<file path="src/rtl/sram_controller_pkg.sv">
// Shared widths, timing defaults and FSM state encoding for the SRAM controller.
package sram_controller_pkg;

   localparam int SRAM_W_DEF = 16;
   localparam int ADDR_W_DEF = 18;
   localparam int WAIT_DEF   = 2;
   localparam int BASE_DEF   = 1024;

   typedef logic [1:0] state_t;

   localparam state_t ST_IDLE = 2'd0;
   localparam state_t ST_LOW  = 2'd1;
   localparam state_t ST_HIGH = 2'd2;
   localparam state_t ST_DONE = 2'd3;

endpackage

</file>
<file path="src/rtl/sram_controller_wait_counter.sv">
// Phase timer: 4-bit up-counter with synchronous clear; done_o flags the last cycle of a phase.
module wait_counter
   import sram_controller_pkg::*;
#(
   parameter int WAIT = WAIT_DEF
) (
   input  logic clk_i,
   input  logic rst_i,
   input  logic clr_i,
   output logic done_o
);

   localparam logic [3:0] LAST = 4'(WAIT - 1);

   logic [3:0] cnt_q, cnt_d;

   always_comb begin
      cnt_d = clr_i ? 4'd0 : cnt_q + 4'd1;
   end

   always_ff @(posedge clk_i) begin
      if (rst_i) cnt_q <= 4'd0;
      else       cnt_q <= cnt_d;
   end

   assign done_o = (cnt_q == LAST);

endmodule

</file>
<file path="src/rtl/sram_controller.sv">
// Splits one 32-bit CPU load/store into two 16-bit SRAM accesses of WAIT cycles each.
// ready drops for 2*WAIT+1 cycles per access and returns high in the single DONE cycle.
module sram_controller
   import sram_controller_pkg::*;
#(
   parameter int N      = 32,
   parameter int SRAM_W = SRAM_W_DEF,
   parameter int ADDR_W = ADDR_W_DEF,
   parameter int WAIT   = WAIT_DEF,
   parameter int BASE   = BASE_DEF
) (
   input  logic              clk,
   input  logic              rst,
   input  logic              MEM_R_EN,
   input  logic              MEM_W_EN,
   input  logic [N-1:0]      Address,
   input  logic [N-1:0]      WriteData,
   output logic [N-1:0]      ReadData,
   output logic              ready,
   output logic [ADDR_W-1:0] SRAM_ADDR,
   output logic [SRAM_W-1:0] SRAM_DQ_OUT,
   output logic              SRAM_DQ_OE,
   input  logic [SRAM_W-1:0] SRAM_DQ_IN,
   output logic              SRAM_WE_N
);

   localparam int          WORD_W = ADDR_W - 1;
   localparam logic [N-1:0] BASE_V = N'(BASE);

   state_t              state_q, state_d;
   logic                wr_q, wr_d;
   logic [WORD_W-1:0]   word_q, word_d;
   logic [N-1:0]        wdata_q, wdata_d;
   logic [N-1:0]        rdata_q, rdata_d;
   logic                req;
   logic                phase_done;
   logic                cnt_clr;
   logic                active;
   logic                hi;

   assign req = MEM_R_EN | MEM_W_EN;

   always_comb begin
      state_d = state_q;
      wr_d    = wr_q;
      word_d  = word_q;
      wdata_d = wdata_q;
      rdata_d = rdata_q;
      case (state_q)
         ST_IDLE: begin
            if (req) begin
               state_d = ST_LOW;
               wr_d    = MEM_W_EN;
               word_d  = WORD_W'((Address - BASE_V) >> 2);
               wdata_d = WriteData;
            end
         end
         ST_LOW: begin
            if (phase_done) begin
               state_d = ST_HIGH;
               if (!wr_q) rdata_d[SRAM_W-1:0] = SRAM_DQ_IN;
            end
         end
         ST_HIGH: begin
            if (phase_done) begin
               state_d = ST_DONE;
               if (!wr_q) rdata_d[N-1:SRAM_W] = SRAM_DQ_IN;
            end
         end
         default: state_d = ST_IDLE;
      endcase
   end

   // Counter is held clear outside LOW/HIGH so each phase starts counting from zero.
   assign cnt_clr = (state_d != state_q) || (state_q == ST_IDLE) || (state_q == ST_DONE);

   wait_counter #(.WAIT(WAIT)) u_wait_counter (
      .clk_i  (clk),
      .rst_i  (rst),
      .clr_i  (cnt_clr),
      .done_o (phase_done)
   );

   always_ff @(posedge clk) begin
      if (rst) begin
         state_q <= ST_IDLE;
         wr_q    <= 1'b0;
         word_q  <= '0;
         wdata_q <= '0;
         rdata_q <= '0;
      end else begin
         state_q <= state_d;
         wr_q    <= wr_d;
         word_q  <= word_d;
         wdata_q <= wdata_d;
         rdata_q <= rdata_d;
      end
   end

   assign active      = (state_q == ST_LOW) || (state_q == ST_HIGH);
   assign hi          = (state_q == ST_HIGH);
   assign SRAM_ADDR   = active ? {word_q, hi} : '0;
   assign SRAM_WE_N   = !(active && wr_q);
   assign SRAM_DQ_OE  = active && wr_q;
   assign SRAM_DQ_OUT = (active && wr_q) ? (hi ? wdata_q[N-1:SRAM_W] : wdata_q[SRAM_W-1:0]) : '0;
   assign ready       = (state_q == ST_DONE) || ((state_q == ST_IDLE) && !req);
   assign ReadData    = rdata_q;

endmodule

</file>
<file path="config.mk">
export PLATFORM = sky130hd
export DESIGN_NAME = sram_controller
export DESIGN_NICKNAME = d
export VERILOG_FILES = /design/src/rtl/sram_controller_pkg.sv /design/src/rtl/sram_controller_wait_counter.sv /design/src/rtl/sram_controller.sv
export SDC_FILE = /design/constraint.sdc
export NUM_CORES = 1
export LEC_CHECK = 0
export ABC_AREA = 1
export CAP_MARGIN = 25
export CORE_AREA = 10 10 120 90
export DETAILED_ROUTE_END_ITERATION = 8
export DIE_AREA = 0 0 130 100
export PLACE_DENSITY = 0.84
export SLEW_MARGIN = 10
export SYNTH_ARGS = -nofsm -noshare
export SYNTH_HDL_FRONTEND = slang
export SYNTH_SLANG_ARGS = --single-unit
</file>
<file path="constraint.sdc">
create_clock -name clk -period 5.3 [get_ports clk]
set_clock_uncertainty 0.15 [all_clocks]
set_input_delay 1.325 -clock clk [delete_from_list [all_inputs] [get_ports clk]]
set_output_delay 1.325 -clock clk [all_outputs]
set_load 0.01 [all_outputs]
</file>
==> metrics.yaml, run 1 <==
detailed_routing:
  drt_wl_total_mm: 10.86
  drt_pass1_iterations: 5
  wl_per_cell_um: 14.24
  drtIter0Drc: 186
  via_count: 3695
  via_per_inst: 4.843
  drc: 0
  drtAntennaViolNets: 0
setup_path:
  critPathArrivalTime_ps: 3090
  crit_type: "reg -> out"
  rr_worst_depth: 7
  path_max_fanout: 18
  critPathCaptureType: "output port"
  cp.required_ps: 3830
  cp-start-kind: "flop"
  worstSetupStartpoint: "state_q[1]$_SDFF_PP0_"
  crit-reg2reg-launch: "state_q[0]$_SDFF_PP0_"
power_and_ir_drop:
  seq_power_share: 0.451
  power.internal_mw: 1.200
  pwr-share-clk: 0.357
  irDropWorstVdd_v: 0.0001493
  power.leakage_nw: 2.265
  switching_share: 0.2810
  combPwrFrac: 0.192
  switchingPower_uw: 468.7
  p_total_mw: 1.668
  powerDensity_mw_per_mm2: 303.2
cells_and_area:
  n_antenna_cell: 0
  final_cells: 763
  drive_above_1_share: 0.06260
  syn2layout_area_growth_pct: 41.64
  final_nets: 742
timing:
  layout_setup_ws_ps: 733.6
  rsz0062_at_grt: "no"
  slew_violations: 0
  worstMarginPinSlew_ps: 911.1
  hold_viol: 0
  fmax_mhz: 219.0
  tns_ps: 0
  slew_headroom: 0.3917
  final-setup-viol-count: 0
  final.period_utilization: 0.8616
  layout_min_cycle_time_ps: 4566
clocking:
  htree_levels: 3
  cts_setup_buffers: 0
  cts_buffers: 9
  cts.hold.buffers_added: 0
  cts.sink_count: 88
  clockBufferDepth: 2
  cts_tree: "yes"
  clock_latency_ps: 330
  cts_root_buf: "clkbuf_16"
  ctsResizeCount: 0
  path_clk_slew_ps: 70
floorplan:
  die_y_um: 100
  die_w_um: 130
  io_pins: 153
  rows: 29
  core_area_mm2: 0.008636
  dieArea_mm2: 0.01300
  initial_core_util: 0.4499
yosys:
  netlist_area_mm2: 0.003885
  ys_warn_count: 0
  ys_seq_area_frac: 0.4535
  synth.area.top_cells: "dfxtp_1 (45%), nor2_1 (9.0%), inv_1 (6.9%)"
  async_flop_share: 0
  yosysTopAreaCell: "dfxtp_1"
  yosys-top-cells-count: "nor2_1 (93), dfxtp_1 (88), inv_1 (71), nand2_1 (67), o21ai_0 (53)"
  synth-seq-cells: 88
  synth-edff-count: 0
  syn_avg_cell_area_um2: 7.330
  synth_nets: 622
  synthFlopType: "dfxtp_1"
  synth_top_cell_area_share: 0.4535
  synth.most_common_cell: "nor2_1"
  syn_inst: 530
  ys_types: 29
global_route:
  track_usage: 0.1629
  grt_pass1_vias: 3767
  antenna_found_initial: 0
  grt_max_degree: 80
  grt_remaining_overflow: 0
  grt_pass1_wl_mm: 17.48
placement:
  placedCellCount: 746
  dp_slack_ps: 1092
  post-dp-hpwl_mm: 7.894
  port_buffers: 137
  gp_congestion: 0.8089
min_path:
  min_path_type: "reg -> reg"
  worstHoldStart: "ReadData[12]$_SDFFE_PP0P_"
  worstHoldPathCells: 2
outcome:
  status: "complete, no violations"
run:
  drv_cap: 0
worst max-delay path: stages, from the launching register on:
cell	delay, ps
dfxtp_1	440
inv_1	120
ha_1	680
nand2_1	590
a21oi_1	320
clkdlybuf4s50_1	600
cells in the final DEF, fill, tap and decap left out, drive strengths merged, types with 2 or more instances in the layout:
| master | count |
|---|---|
| a21oi | 52 |
| nand3 | 9 |
| clkdlybuf4s50 | 137 |
| nand2 | 72 |
| ha | 8 |
| inv | 77 |
| o21ai | 83 |
| clkbuf | 11 |
| xor2 | 2 |
| a31oi | 3 |
| clkinv | 2 |
| clkinvlp | 2 |
| nor2 | 96 |
| xnor2 | 2 |
| buf | 2 |
| nor3 | 2 |
| nand4 | 4 |
| dfxtp | 88 |
path summary, 6_finish.rpt:
kind | to | slack [ps]
worst min register to register | ReadData[12]$_SDFFE_PP0P_ | 290
worst min-delay path | ReadData[12]$_SDFFE_PP0P_ | 290
worst max register to register | word_q[13]$_SDFFE_PP0P_ | 2610
worst max-delay path | SRAM_DQ_OUT[3] | 730
cell type report:
class                   count  area (µm²)
clock buffers              11       242.7
clock inverters             5       41.29
fillers                   733        3133
inverters                  76       285.3
multi-input cells         336        1638
flip-flops and latches     88        1762
well taps                 108       135.1
repair buffers            139        1399
power by group through the flow:
stage	registers, mW	logic, mW	clock network [mW]
after global placement	0.762	0.312	0
after global routing	0.758	0.362	0.635
after floorplan	0.760	0.196	0
after detailed placement	0.766	0.320	0
final	0.752	0.321	0.596
after CTS	0.751	0.323	0.609
routing by layer:
layer / share of wire / vias to the layer above / global-route usage
li1: - / 1913 / -
met1: 0.42 / 1656 / 0.1749
met2: 0.48 / 118 / 0.2863
met3: 0.096 / 8 / 0.07425
met4: 0.0069 / 0 / 0.03966
met5: 0 / - / 0
sequential cells by signal, summed over array words and instances, names as in the netlist:
register and flops:
u_wait_counter.cnt_q 4, word_q 17, ReadData 32, wr_q 1
state_q 2, wdata_q 32
through the flow:
| step | hold WS, ps | utilization | cell area (µm²) |
|---|---|---|---|
| after floorplan | 283.3 | - | 3885 |
| after global placement | 281.7 | 0.6020 | 5199 |
| after detailed placement | 285.5 | 0.6020 | 5199 |
| after CTS | 295.7 | 0.6349 | 5483 |
| after global routing | 316.4 | 0.6372 | 5503 |
| final | 292.6 | 0.6372 | 5503 |
cell families after synthesis:
group | count (synthesis) | share of synthesized area
adders and majority gates | 8 | 0.02577
DFF | 88 | 0.4535
and+or+nand+nor | 184 | 0.1974
xor gates and xnor gates | 4 | 0.009019
AOI/OAI and AO/OA | 140 | 0.1894
buffers and inverters | 106 | 0.1250
Note: power is estimated with default switching activity, not from simulation.
==> run 2, diff against run 1 <==
--- a/config.mk
+++ b/config.mk
@@ -5,12 +5,12 @@
 export SDC_FILE = /design/constraint.sdc
 export NUM_CORES = 1
 export LEC_CHECK = 0
-export ABC_AREA = 1
+export ABC_AREA = 0
 export CAP_MARGIN = 25
-export CORE_AREA = 10 10 120 90
+export CORE_AREA = 10 10 119 89
 export DETAILED_ROUTE_END_ITERATION = 8
-export DIE_AREA = 0 0 130 100
-export PLACE_DENSITY = 0.84
+export DIE_AREA = 0 0 129 99
+export PLACE_DENSITY = 0.85
 export SLEW_MARGIN = 10
 export SYNTH_ARGS = -nofsm -noshare
 export SYNTH_HDL_FRONTEND = slang
==> run 2 against run 1 <==
  * Hold slack improved by 12 ps
  * Core utilization rose by 3.2 points
  * Critical path depth did not move
  * Largest cell class is now multi-input combinational cells
  * First-iteration DRC count rose by 25%
==> metrics.yaml, run 2 <==
global_route:
  grt_pass1_vias: 3643
  grt_max_degree: 86
  track_usage: 0.1779
  antenna_found_initial: 0
  grt_remaining_overflow: 0
  grt_pass1_wl_mm: 18.42
yosys:
  synth-edff-count: 0
  synth_top_family_by_area: "simple AND/OR/NAND/NOR gates"
  synth-adder-area-share: 0.02622
  synth_nets: 557
  synthFlopType: "dfxtp_1"
  netlist_area_mm2: 0.003817
  synth.most_common_cell: "nand2_1"
  async_flop_share: 0
  ys_types: 37
  synthMuxAreaShare: 0.04195
  synth_top_cell_area_share: 0.4615
  synth-simple-area-share: 0.2494
  synthXorXnorAreaFrac: 0.01835
  synth_compound_area_frac: 0.1622
  synth.area.top_cells: "dfxtp_1 (46%), nand2_1 (15%), a21oi_1 (6.9%)"
  syn_inst: 465
  synth-seq-cells: 88
  syn_avg_cell_area_um2: 8.209
  ys_warn_count: 0
  yosysTopAreaCell: "dfxtp_1"
  ys_seq_area_frac: 0.4615
  yosys-top-cells-count: "nand2_1 (150), dfxtp_1 (88), a21oi_1 (53), nor2_1 (31)"
power_and_ir_drop:
  p_total_mw: 1.737
  pwr-share-clk: 0.344
  powerDensity_mw_per_mm2: 314.0
  combPwrFrac: 0.224
  switchingPower_uw: 502.5
  power.internal_mw: 1.234
  power.leakage_nw: 1.939
  irDropWorstVdd_v: 0.0001910
  switching_share: 0.2893
  seq_power_share: 0.433
clocking:
  htree_levels: 3
  cts.hold.buffers_added: 0
  cts.sink_count: 88
  clockBufferDepth: 2
  cts_setup_buffers: 0
  path_clk_slew_ps: 60
  cts_tree: "yes"
  cts_buffers: 9
  ctsResizeCount: 0
  cts_root_buf: "clkbuf_16"
  clock_latency_ps: 330
placement:
  post-dp-hpwl_mm: 8.224
  gp_congestion: 0.8302
  placedCellCount: 680
  port_buffers: 137
detailed_routing:
  wl_per_cell_um: 16.35
  drtIter0Drc: 233
  wl_met3_mm: 1.310
  wl_met1_mm: 4.681
  wl_met2_mm: 5.269
  drt_pass1_iterations: 4
  via_per_inst: 5.102
  highest_layer: "met4"
  drt_wl_total_mm: 11.40
  drtAntennaViolNets: 0
  via_count: 3556
  drc: 0
floorplan:
  io_pins: 153
  die_y_um: 99
  dieArea_mm2: 0.01277
  initial_core_util: 0.4617
  die_w_um: 129
  rows: 28
  core_area_mm2: 0.008268
timing:
  layout_min_cycle_time_ps: 4383
  slew_headroom: 0.3232
  worstMarginPinSlew_ps: 1015
  final-setup-viol-count: 0
  rsz0062_at_grt: "no"
  hold_viol: 0
  slew_violations: 0
  tns_ps: 0
  final.period_utilization: 0.8270
  fmax_mhz: 228.2
cells_and_area:
  final_nets: 679
  final_cell_mix: "nand2_1 (150), clkdlybuf4s50_1 (136), dfxtp_1 (88)"
  n_antenna_cell: 0
  syn2layout_area_growth_pct: 44.87
  drive_above_1_share: 0.08446
  n_fill_cell: 706
  final_common_cell: "nand2_1"
  final_cells: 697
outcome:
  status: "complete, no violations"
setup_path:
  path_max_fanout: 18
  critPathArrivalTime_ps: 2910
  cp-start-kind: "flop"
  cp_slowest_stage_delay_ps: 640
  crit_type: "reg -> out"
  critPathCaptureType: "output port"
  crit_chain: "inv_1, ha_1, nand2_1, nor2_1, clkdlybuf4s50_1"
  slowest_stage: "ha_1"
  cp.required_ps: 3830
run:
  drv_cap: 0
min_path:
  min_path_type: "reg -> reg"
## run 2: cell count changes after synthesis, sizes merged, moves of 9 or more
cell / change
mux2i: +16
a21oi: +21
o21ai: -80
nor2: -65
nand2: +78
and2: +18
buf: -10
clkbuf: +9
inv: -70
## run 2: power by group through the flow
stage / sequential (mW) / clock, mW / combinational [mW]
2_1_floorplan: 0.758 / 0 / 0.225
3_3_place_gp: 0.762 / 0 / 0.369
3_5_place_dp: 0.766 / 0 / 0.377
4_1_cts: 0.752 / 0.610 / 0.380
5_1_grt: 0.759 / 0.637 / 0.431
6_report: 0.751 / 0.597 / 0.389
## run 2: kinds of logic (layout without fill, tap and decap cells)
kind of cell | Yosys count | in the layout
AOI/OAI and AO/OA | 94 | 94
xor gates and xnor gates | 8 | 8
adders and majority gates | 8 | 8
buffers and inverters | 35 | 162
DFF | 88 | 88
muxes | 16 | 16
and+or+nand+nor | 216 | 216
## run 2: area by class of cell
| type | instances | area (µm²) | area share |
|---|---|---|---|
| repair buffers | 140 | 1411 | 0.2552 |
| flip-flops and latches | 88 | 1762 | 0.3186 |
| well taps | 105 | 131.4 | 0.02376 |
| inverters | 6 | 22.52 | 0.004072 |
| multi-input cells | 342 | 1921 | 0.3473 |
| clock inverters | 5 | 40.04 | 0.007240 |
| clock buffers | 11 | 242.7 | 0.04389 |
## run 2: metrics by stage
step,hold slack [ps],instance area (µm²),util,setup slack (ps)
2_1_floorplan,281.7,3817,-,2187
3_3_place_gp,287.6,5220,0.6314,1025
3_5_place_dp,292.4,5220,0.6314,999.5
4_1_cts,302.6,5503,0.6656,843.8
5_1_grt,322.2,5530,0.6689,609.8
6_report,304.4,5530,0.6689,917.0
## run 2: critical path, delay by kind of cell (launching register included)
kind / cells / cell delay, ps
flops: 1 / 420
simple gates: 2 / 800
fa+ha+maj: 1 / 640
buf+inv: 2 / 720
## run 2: path summary, 6_finish.rpt
path	end	depth (start not counted)	start	slack (ps)
max	SRAM_DQ_OUT[10]	5	state_q[0]$_SDFF_PP0_	920
min	word_q[1]$_SDFFE_PP0P_	2	word_q[1]$_SDFFE_PP0P_	300
max reg2reg	wdata_q[16]$_SDFFE_PP0P_	6	state_q[0]$_SDFF_PP0_	2700
min reg2reg	word_q[1]$_SDFFE_PP0P_	2	word_q[1]$_SDFFE_PP0P_	300
## run 2: per-layer routing
metal | global-route usage | vias up
li1 | - | 1775
met1 | 0.2012 | 1662
met2 | 0.2868 | 107
met3 | 0.09582 | 12
met4 | 0.04708 | 0
met5 | 0 | -
